--- config.mk ---
export PLATFORM = sky130hd
export DESIGN_NAME = pe_result_tx_flat
export DESIGN_NICKNAME = d
export VERILOG_FILES = /design/src/rtl/pe_tx_pkg.sv /design/src/rtl/pe_result_tx_if.sv /design/src/rtl/pe_tx_fifo.sv /design/src/rtl/pe_result_tx.sv /design/src/flat_wrapper.sv
export SDC_FILE = /design/constraint.sdc
export NUM_CORES = 1
export LEC_CHECK = 0
export CORE_UTILIZATION = 39
export DETAILED_ROUTE_END_ITERATION = 8
export GPL_TIMING_DRIVEN = 0
export PLACE_DENSITY = 0.62
export SLEW_MARGIN = 20
export SYNTH_ARGS = -nofsm -noshare
export SYNTH_HDL_FRONTEND = slang
export SYNTH_HIERARCHICAL = 1
export SYNTH_SLANG_ARGS = --single-unit
--- constraint.sdc ---
create_clock -name clk -period 7.5 [get_ports clk]
set_clock_uncertainty 0.2 [all_clocks]
set_input_delay 2.25 -clock clk [delete_from_list [all_inputs] [get_ports clk]]
set_output_delay 2.25 -clock clk [all_outputs]
set_load 0.02 [all_outputs]
--- src/rtl/pe_tx_pkg.sv ---
// Shared constants, types and helpers for the PE result transmitter.
package pe_tx_pkg;

  localparam int PE_DATA_W  = 128;
  localparam int PE_LATENCY = 20;

  typedef logic [PE_DATA_W-1:0] pe_word_t;

  // Ceiling log2 for pointer/counter widths (v >= 2 expected).
  function automatic int clog2(input int v);
    int r;
    r = 0;
    while ((1 << r) < v) r++;
    return r;
  endfunction

endpackage

--- src/rtl/pe_result_tx_if.sv ---
// Launch-side and AXI-Stream-side signals of the PE result transmitter.
// m_tlast exists only when PE_RESULT_TX_TLAST_EN is defined.
interface pe_result_tx_if #(
  parameter int DATA_W = pe_tx_pkg::PE_DATA_W
);
  logic              launch_valid;
  logic              launch_ready;
  logic [DATA_W-1:0] pe_data;
  logic              m_tvalid;
  logic              m_tready;
  logic [DATA_W-1:0] m_tdata;
`ifdef PE_RESULT_TX_TLAST_EN
  logic              m_tlast;
`endif

  // Transmitter side: accepts launches, samples pe_data, drives the stream.
  modport master (
    input  launch_valid,
    input  pe_data,
    input  m_tready,
`ifdef PE_RESULT_TX_TLAST_EN
    output m_tlast,
`endif
    output launch_ready,
    output m_tvalid,
    output m_tdata
  );

  // Environment side: issues launches, provides pe_data, consumes the stream.
  modport slave (
    output launch_valid,
    output pe_data,
    output m_tready,
`ifdef PE_RESULT_TX_TLAST_EN
    input  m_tlast,
`endif
    input  launch_ready,
    input  m_tvalid,
    input  m_tdata
  );

endinterface

--- src/rtl/pe_tx_fifo.sv ---
// Synchronous result FIFO. Pointers wrap naturally; count is one bit wider
// than the pointers so full and empty are distinguishable.
module pe_tx_fifo
  import pe_tx_pkg::*;
#(
  parameter int WIDTH = PE_DATA_W,
  parameter int DEPTH = 4,
  localparam int AW   = clog2(DEPTH)
) (
  input  logic             clk,
  input  logic             reset,
  input  logic             push,
  input  logic [WIDTH-1:0] push_data,
  input  logic             pop,
  output logic [WIDTH-1:0] head_data,
  output logic [AW:0]      count,
  output logic             empty,
  output logic             full
);

  logic [WIDTH-1:0] mem [DEPTH];
  logic [AW-1:0]    wr_ptr;
  logic [AW-1:0]    rd_ptr;
  logic             do_push;
  logic             do_pop;

  assign empty     = (count == '0);
  assign full      = (count == (AW+1)'(DEPTH));
  assign do_push   = push & ~full;
  assign do_pop    = pop & ~empty;
  assign head_data = mem[rd_ptr];

  // Storage array: data only, no reset needed.
  always_ff @(posedge clk) begin
    if (do_push) mem[wr_ptr] <= push_data;
  end

  // Pointer and occupancy update; simultaneous push/pop leaves count unchanged.
  always_ff @(posedge clk or negedge reset) begin
    if (!reset) begin
      wr_ptr <= '0;
      rd_ptr <= '0;
      count  <= '0;
    end else begin
      if (do_push) wr_ptr <= wr_ptr + 1'b1;
      if (do_pop)  rd_ptr <= rd_ptr + 1'b1;
      case ({do_push, do_pop})
        2'b10:   count <= count + 1'b1;
        2'b01:   count <= count - 1'b1;
        default: count <= count;
      endcase
    end
  end

endmodule

--- src/rtl/pe_result_tx.sv ---
// PE result transmitter: tracks accepted launches through the PE's fixed
// latency, captures pe_data at the right edge into a credit-protected FIFO,
// and streams results out in launch order.
// Optional: define PE_RESULT_TX_TLAST_EN to add BURST_LEN and m_tlast.
module pe_result_tx
  import pe_tx_pkg::*;
#(
  parameter int DATA_W    = PE_DATA_W,
  parameter int LATENCY   = PE_LATENCY,
  parameter int DEPTH     = 4
`ifdef PE_RESULT_TX_TLAST_EN
  ,
  parameter int BURST_LEN = 8
`endif
) (
  input  logic              clk,
  input  logic              reset,
  pe_result_tx_if.master    bus,
  output logic              busy,
  output logic              drop_err
);

  localparam int AW = clog2(DEPTH);
  localparam int CW = AW + 2;

  logic [LATENCY-1:0] vld_pipe;
  logic [CW-1:0]      inflight;
  logic [CW-1:0]      outstanding;
  logic [AW:0]        fifo_count;
  logic [DATA_W-1:0]  head_data;
  logic               fifo_empty;
  logic               fifo_full;
  logic               accept;
  logic               capture;
  logic               pop;

  // Credits come only from registered state: no path from m_tready.
  assign outstanding      = inflight + CW'(fifo_count);
  assign bus.launch_ready = (outstanding < CW'(DEPTH));
  assign accept           = bus.launch_valid & bus.launch_ready;
  assign capture          = vld_pipe[LATENCY-1];
  assign pop              = bus.m_tvalid & bus.m_tready;

  assign bus.m_tvalid = ~fifo_empty;
  assign bus.m_tdata  = fifo_empty ? '0 : head_data;
  assign busy         = (|vld_pipe) | (fifo_count != '0);

  // Launch tracker: one bit per accepted launch, aging one stage per cycle.
  always_ff @(posedge clk or negedge reset) begin
    if (!reset) begin
      vld_pipe <= '0;
    end else begin
      vld_pipe[0] <= accept;
      for (int i = 1; i < LATENCY; i++) vld_pipe[i] <= vld_pipe[i-1];
    end
  end

  // Running count of ones in the launch tracker, kept alongside it.
  always_ff @(posedge clk or negedge reset) begin
    if (!reset) begin
      inflight <= '0;
    end else begin
      case ({accept, capture})
        2'b10:   inflight <= inflight + 1'b1;
        2'b01:   inflight <= inflight - 1'b1;
        default: inflight <= inflight;
      endcase
    end
  end

  // Sticky flag for a launch offered while no credit was available.
  always_ff @(posedge clk or negedge reset) begin
    if (!reset)                                   drop_err <= 1'b0;
    else if (bus.launch_valid & ~bus.launch_ready) drop_err <= 1'b1;
  end

  pe_tx_fifo #(
    .WIDTH (DATA_W),
    .DEPTH (DEPTH)
  ) u_fifo (
    .clk       (clk),
    .reset     (reset),
    .push      (capture),
    .push_data (bus.pe_data),
    .pop       (pop),
    .head_data (head_data),
    .count     (fifo_count),
    .empty     (fifo_empty),
    .full      (fifo_full)
  );

  // Credits make a capture into a full FIFO unreachable.
  a_no_overflow: assert property (@(posedge clk) disable iff (!reset)
    !(capture && fifo_full));

`ifdef PE_RESULT_TX_TLAST_EN
  localparam int BW = clog2(BURST_LEN) + 1;
  logic [BW-1:0] beat_cnt;

  assign bus.m_tlast = bus.m_tvalid & (beat_cnt == BW'(BURST_LEN - 1));

  // Beat counter: advances per transferred beat, wraps after the last of a burst.
  always_ff @(posedge clk or negedge reset) begin
    if (!reset)             beat_cnt <= '0;
    else if (pop) begin
      if (beat_cnt == BW'(BURST_LEN - 1)) beat_cnt <= '0;
      else                                 beat_cnt <= beat_cnt + 1'b1;
    end
  end
`endif

endmodule

--- src/flat_wrapper.sv ---
// flat-port wrapper written by rule: the top's interface ports become plain ports
module pe_result_tx_flat import pe_tx_pkg::*;
#(
  parameter int DATA_W    = PE_DATA_W,
  parameter int LATENCY   = PE_LATENCY,
  parameter int DEPTH     = 4

)
  (clk, reset, busy, drop_err, bus_launch_valid, bus_pe_data, bus_m_tready, bus_launch_ready, bus_m_tvalid, bus_m_tdata);
  pe_result_tx_if #(.DATA_W(DATA_W)) bus_i ();
  input  logic clk;
  input  logic reset;
  output logic busy;
  output logic drop_err;
  input wire logic [$bits(bus_i.launch_valid)-1:0] bus_launch_valid;
  input wire logic [$bits(bus_i.pe_data)-1:0] bus_pe_data;
  input wire logic [$bits(bus_i.m_tready)-1:0] bus_m_tready;
  output wire logic [$bits(bus_i.launch_ready)-1:0] bus_launch_ready;
  output wire logic [$bits(bus_i.m_tvalid)-1:0] bus_m_tvalid;
  output wire logic [$bits(bus_i.m_tdata)-1:0] bus_m_tdata;
  assign bus_i.launch_valid = bus_launch_valid;
  assign bus_i.pe_data = bus_pe_data;
  assign bus_i.m_tready = bus_m_tready;
  assign bus_launch_ready = bus_i.launch_ready;
  assign bus_m_tvalid = bus_i.m_tvalid;
  assign bus_m_tdata = bus_i.m_tdata;
  pe_result_tx #(.DATA_W(DATA_W), .LATENCY(LATENCY), .DEPTH(DEPTH)) u_core (.clk(clk), .reset(reset), .bus(bus_i), .busy(busy), .drop_err(drop_err));
endmodule
* After elaboration in Yosys (flattened, before gate mapping)
Memories as Yosys holds them, arrays and structs flattened.
Cells that the tools add are included.
** Word-level totals
- Output and inout port bits :: 132
- RAM bits :: 512
- Bits of input ports :: 132
- Bits in registers :: 32
- Memories :: 1
- Logic and storage cells :: 39
** Cells by class
- Reduce and logical (&&, ||, !) cells :: 5
- Add/sub/neg operators :: 7
- Order comparisons :: 1
- Bitwise operators :: 9
- Mux-type cells :: 5
- Eq/ne operators :: 5
** Memories
- u_core.u_fifo.mem :: words 4, width 128, rd ports 1, clocked after memory_dff 0, write ports 1, RTL line pe_tx_fifo.sv:21 : logic [WIDTH-1:0] mem [DEPTH];
** Operator list (number)
- 128-bit two-way mux :: 1
- 20-bit OR reduction :: 1
- 4-bit case mux with 2 select lines :: 1
- 3-bit case mux with 2 select lines :: 1
- 1-bit AND :: 5
- 2-bit by 1-bit adder with 2-bit output (second input constant) :: 2
- 4-bit by 1-bit adder with 4-bit output (second input constant) :: 1
- 4-bit by 3-bit adder with 4-bit output :: 1
- 2-bit by 1-bit == test with 1-bit output (second input constant) :: 2
- 2-bit == test (second input constant) :: 2
- 4-bit by 3-bit less-than comparator with 1-bit output (second input constant) :: 1
- 2-bit nonzero test :: 2
- 4-bit by 1-bit subtractor with 4-bit output (second input constant) :: 1
- 3-bit by 1-bit adder with 3-bit output (second input constant) :: 1
- 3-bit == test (second input constant) :: 1
- 3-bit zero test :: 1
- 1-bit inverter :: 3
- 3-bit nonzero test :: 1
- 3-bit by 1-bit subtractor with 3-bit output (second input constant) :: 1
- 1-bit two-way mux :: 2
- 1-bit bitwise OR :: 1

* Longest topological paths before layout
- Depth after elaboration :: 6
- Depth in mapped cells :: 10
- Gate-level depth less buffers :: 9

* Hierarchy
The synthesis kept the hierarchy.
** Modules (own cells, without submodules)
- pe_tx_fifo :: instances 1, sequential area each 15549.9 µm², cells an instance 706, area each 18885.6 µm²
- pe_result_tx :: instances 1, sequential area each 625.6 µm², cells an instance 221, area each 1884.3 µm²

* Worst setup path before layout
Ideal clock, no wire load.
- Path type :: reg2reg
- From :: register u_core.u_fifo.count[2]
- To :: memory u_core/u_fifo/mem[0][0] (netlist bit), enable pin
- Buffers on the path :: 0
- Required time :: 6798 ps
- Cell stages (with the launch flop) :: 4
- Arrival time :: 3859 ps
- Slack :: 2939 ps
- Period minus slack after synthesis :: 4561 ps
- Library setup time :: 502 ps
- Cells stage by stage :: dfrtp_1 nor3b_1 nor2b_1 and2_1
** Between the ends
- Word-level cells in the longest chain between the ends :: 5
** RTL lines
- start, declared :: RTL line pe_tx_fifo.sv:16 : output logic [AW:0] count,
- start signal, assigned :: RTL line pe_tx_fifo.sv:48 : 2'b10: count <= count + 1'b1;
- start signal, assigned :: RTL line pe_tx_fifo.sv:49 : 2'b01: count <= count - 1'b1;
- start signal, assigned :: RTL line pe_tx_fifo.sv:50 : default: count <= count;
- 3-bit == test :: RTL line pe_tx_fifo.sv:28 : assign full = (count == (AW+1)'(DEPTH));
- named net u_core.fifo_full :: RTL line pe_result_tx.sv:32 : logic fifo_full;
- 1-bit inverter :: RTL line pe_tx_fifo.sv:29 : assign do_push = push & ~full;
- 1-bit AND :: RTL line pe_tx_fifo.sv:29
- 1-bit two-way mux :: RTL line pe_tx_fifo.sv:35 : if (do_push) mem[wr_ptr] <= push_data;
- 1-bit two-way mux (not written as such) :: RTL line pe_tx_fifo.sv:35
- end, declared :: RTL line pe_tx_fifo.sv:21
The timed path passes the listed nets, and every way through them passes these cells.

* Worst setup path after layout
- From :: register u_core.u_fifo.count[0]
- To :: output bus_m_tdata[111]
** Between the ends
- Word-level cells in the longest chain between the ends :: 2
** RTL lines
- 3-bit zero test :: RTL line pe_tx_fifo.sv:27 : assign empty = (count == '0);
- named net u_core.fifo_empty :: RTL line pe_result_tx.sv:31 : logic fifo_empty;
- 128-bit two-way mux :: RTL line pe_result_tx.sv:45 : assign bus.m_tdata = fifo_empty ? '0 : head_data;
- end, declared :: RTL line flat_wrapper.sv:20 : output wire logic [$bits(bus_i.m_tdata)-1:0] bus_m_tdata;
The timed path passes the listed nets, and every way through them passes these cells.

==> impl_summary.md <==
Outcome
The run finished with clean final reports.

Clock tree
The worst-case clock buffer depth is 3. The number of buffers inserted during clock tree synthesis is 55. The hold buffer count at CTS is 0. Buffers added to address setup during post-CTS repair amount to 0. The TritonCTS clock tree is built. The total number of H-tree levels is 2. The clock-pin slew reported for the worst setup and hold paths after clock tree synthesis is 60 ps.

The number of gates resized after CTS was 0. The clock latency at the later pin of the worst-skew pair is 590 ps. The master cell of the clock root buffer is sky130_fd_sc_hd__clkbuf_16. Counting every sink on the clock net gives 544.

Floorplanning
The total core area is 52600 um^2. The placement row count is 84. The initial core utilization is 39.5%.

The height of the chip is 233 um. The die covers 54200 um^2. For this design the top-level I/O count stands at 264. Measured along the x axis, the die boundary spans 233 um.

Placed design
Routability-driven placement finished with a final weighted congestion of 0.714. The count of buffers from port buffering is 263. The placement-stage cell area is 24600 um^2. The HPWL after detailed placement is 27.8 mm. The worst slack at placement is 1520 ps.

Timing
Setup violations remaining at the end of the flow were counted as 0. Setup repair after global routing left no endpoint under its margin. Setup slack on the critical path of the routed design comes to 1190 ps. The final critical path takes up 84.2% of the cycle. For the final routed database, the setup TNS stands at 0 ps. The headroom to the max-slew limit is 30.3%. The shortest period the worst path allows is 6310 ps. The final number of max-transition violations was 0. The worst-margin pin slew is 1050 ps. The worst-case hold slack is 171 ps. The maximum frequency from static timing analysis is 0.158 GHz.

The final hold violation count is 0.

Synthesis
The number of nets in the synthesized netlist is 1071. The total standard cell area after synthesis is 20800 um^2. The dominant combinational cell family by area after synthesis is multiplexers.

The proportion of synthesized area in mux cells is 14.1%. Yosys printed 6 warnings. The sequential fraction of the synthesis area is 77.9%. The mean area per synthesized cell is 22.4 um^2. The share of the synthesized area in compound gates (AO/OA/AOI/OAI) is 0.500%. The number of different library cells used by synthesis comes to 40. After Yosys synthesis, and, or, nand and nor cells account for 4.90% of the synthesized area. The post-synthesis share of cell area spent on xor and xnor gates is 0.337%. The synthesized netlist devotes 0.795% of its cell area to adder and majority cells. The instance count of the mapped netlist is 927. The register bit total from synthesis is 544.

Flow run
Max-cap violations in this run came to 0.

Critical path
Walking the worst path, the cells encountered are nor3_1, clkbuf_2, clkbuf_1, nor2b_1, clkdlybuf4s50_1. The critical path data required time is 5050 ps. The critical path runs through a total of 5 cells. Counting cells, the worst reg-to-reg path comes to 9. The data arrival time of the worst path is 3860 ps. The number of buffers and inverters on the critical path is 3. The largest fanout on the critical path is 10. For this run, the slowest stage of the critical path takes 750 ps. The element type at the critical path start is a register. The critical path is of the reg2out type. The kind of end point of the critical path is an output pin.

On the critical path the largest part of the delay comes from buffers and inverters. The critical-path cell with the highest stage delay is sky130_fd_sc_hd__nor3_1.

Power and ir drop
In this run the static leakage power is 8.61 nW. The worst voltage drop across the vdd grid is 0.000199 V. For this design the ratio of total power to cell area is 394 nW/um^2.

Layout
The share of final-layout standard cells stronger than drive strength 1 is 19.9%. The top cell types in the final layout, fill and taps aside, are sky130_fd_sc_hd__edfxtp_1, sky130_fd_sc_hd__clkdlybuf4s50_1, sky130_fd_sc_hd__nor2b_1. The fill cell instance count of the final layout is 4305.

The post-route standard cell area excluding fillers is 26400 um^2. From synthesis to final layout, the design area changed by 26.9%. The net count of the finished layout is 1403. The library cell used most frequently in the layout, excluding fill and tap cells, is sky130_fd_sc_hd__edfxtp_1.

Drt
For this block, the initial DRC count from the detailed router was 545. Dividing the detail-routed wire length by the instance count gives 22.0 um. The DRC violation count after routing is 0. The number of nets still failing antenna checks after routing is 0. Wires add up to 43.8 mm. The average via count per standard cell is 5.01. The routed layout has 9988 vias. The total iterations of the first detailed-routing run is 5.

GRT
The first global-routing pass estimated 65.0 mm of wire. The maximum number of pins on one net before global-route repair is 45. The global-route usage over all layers is 16.3%.

Global routing finished with a remaining overflow of 0. The number of antenna violations at the first check in global routing is 6. The number of global-route vias before repair is 10600.

Hold path
The tightest min-delay check is of the reg2reg type. Along the worst hold path, the cell count comes to 0.
-- power breakdown --
part / leakage [nW] / switching (mW) / internal, mW
clock network: 0.852 / 1.12 / 1.56
logic: 2.73 / 2.04 / 1.95
registers: 5.03 / 0.0937 / 3.64
-- stage by stage --
stage | power (mW) | utilization [%] | std cells
after global routing | 10.9 | 50.2 | 1994
after global placement | 7.86 | 46.2 | 1878
after detailed placement | 7.87 | 46.8 | 1890
final | 10.4 | 50.2 | 1995
after CTS | 10.6 | 50.1 | 1993
after floorplan | 6.16 | - | 927
-- kinds of logic after synthesis --
group / count (synthesis)
compound gates: 14
buf+inv: 55
flops: 544
xor+xnor: 8
fa+ha+maj: 12
simple gates: 162
mux: 132
-- final cells by class --
class | count | area (um^2) | area share (%)
tap | 688 | 861 | 3.27
multi-input combinational | 328 | 4290 | 16.3
clock buffer | 72 | 1470 | 5.58
clock inverter | 31 | 305 | 1.16
antenna | 2 | 5.00 | 0.0190
buffer | 44 | 273 | 1.03
inverter | 11 | 41.3 | 0.157
timing repair buffer | 275 | 2940 | 11.1
sequential | 544 | 16200 | 61.4
-- synthesized netlist by cell type --
master / number / area [um^2]
sky130_fd_sc_hd__nor2b_1: 130 / 813
sky130_fd_sc_hd__o31a_1: 1 / 8.76
sky130_fd_sc_hd__a31oi_1: 1 / 6.26
sky130_fd_sc_hd__buf_6: 11 / 124
sky130_fd_sc_hd__xnor2_1: 4 / 35.0
sky130_fd_sc_hd__xor2_1: 4 / 35.0
sky130_fd_sc_hd__nand2_1: 4 / 15.0
sky130_fd_sc_hd__o311ai_0: 1 / 8.76
sky130_fd_sc_hd__or2_1: 1 / 6.26
sky130_fd_sc_hd__nor3_1: 2 / 10.0
sky130_fd_sc_hd__fa_1: 2 / 40.0
sky130_fd_sc_hd__a21oi_1: 3 / 15.0
sky130_fd_sc_hd__and4_1: 1 / 8.76
sky130_fd_sc_hd__mux2_2: 2 / 22.5
sky130_fd_sc_hd__nor4_1: 6 / 37.5
sky130_fd_sc_hd__and3_1: 1 / 6.26
sky130_fd_sc_hd__o21ai_0: 2 / 10.0
sky130_fd_sc_hd__and2_1: 4 / 25.0
sky130_fd_sc_hd__a2111o_1: 1 / 11.3
sky130_fd_sc_hd__buf_4: 1 / 7.51
sky130_fd_sc_hd__o311a_1: 1 / 10.0
sky130_fd_sc_hd__or4_4: 1 / 11.3
sky130_fd_sc_hd__buf_2: 16 / 80.1
sky130_fd_sc_hd__dfrtp_1: 32 / 801
sky130_fd_sc_hd__nor4bb_1: 1 / 10.0
sky130_fd_sc_hd__o21a_1: 1 / 7.51
sky130_fd_sc_hd__inv_1: 11 / 41.3
sky130_fd_sc_hd__or4b_1: 1 / 10.0
sky130_fd_sc_hd__edfxtp_1: 512 / 15400
sky130_fd_sc_hd__nor2_1: 2 / 7.51
sky130_fd_sc_hd__clkbuf_1: 16 / 60.1
sky130_fd_sc_hd__or4bb_1: 1 / 11.3
sky130_fd_sc_hd__mux4_2: 128 / 2880
sky130_fd_sc_hd__a21oi_2: 1 / 8.76
sky130_fd_sc_hd__o211ai_1: 1 / 7.51
sky130_fd_sc_hd__nor3b_1: 4 / 30.0
sky130_fd_sc_hd__ha_1: 10 / 125
sky130_fd_sc_hd__mux2i_1: 2 / 20.0
sky130_fd_sc_hd__nand3_1: 3 / 15.0
sky130_fd_sc_hd__o21ba_2: 1 / 10.0
-- worst paths after layout --
| check | slack [ps] | start | to |
|---|---|---|---|
| worst max-delay path | 1190 | u_core/u_fifo/count[0] | bus_m_tdata[111] |
| worst min-delay path | 170 | u_core/vld_pipe[5] | u_core/vld_pipe[6] |
| worst max register to register | 4040 | u_core/u_fifo/count[2] | u_core/inflight[3] |
| worst min register to register | 170 | u_core/vld_pipe[5] | u_core/vld_pipe[6] |
| max in group asynchronous | 5130 | reset | u_core/inflight[3] |
| min in group asynchronous | 1510 | reset | u_core/vld_pipe[8] |
-- flip-flops by register name (all words and copies together) (netlist names) --
register	count
u_core/drop_err	1
u_core/u_fifo/count	3
u_core/u_fifo/mem	512
u_core/u_fifo/rd_ptr	2
u_core/u_fifo/wr_ptr	2
u_core/vld_pipe	20
u_core/inflight	4
-- layer usage --
layer	share of wire, %	track usage, %	routed length [um]
met5	0.12	0	52
met4	1.7	4.04	736
met2	50	26.7	21800
met3	6.6	5.16	2890
met1	42	21.0	18400
Power figures use the tool's default switching activity.
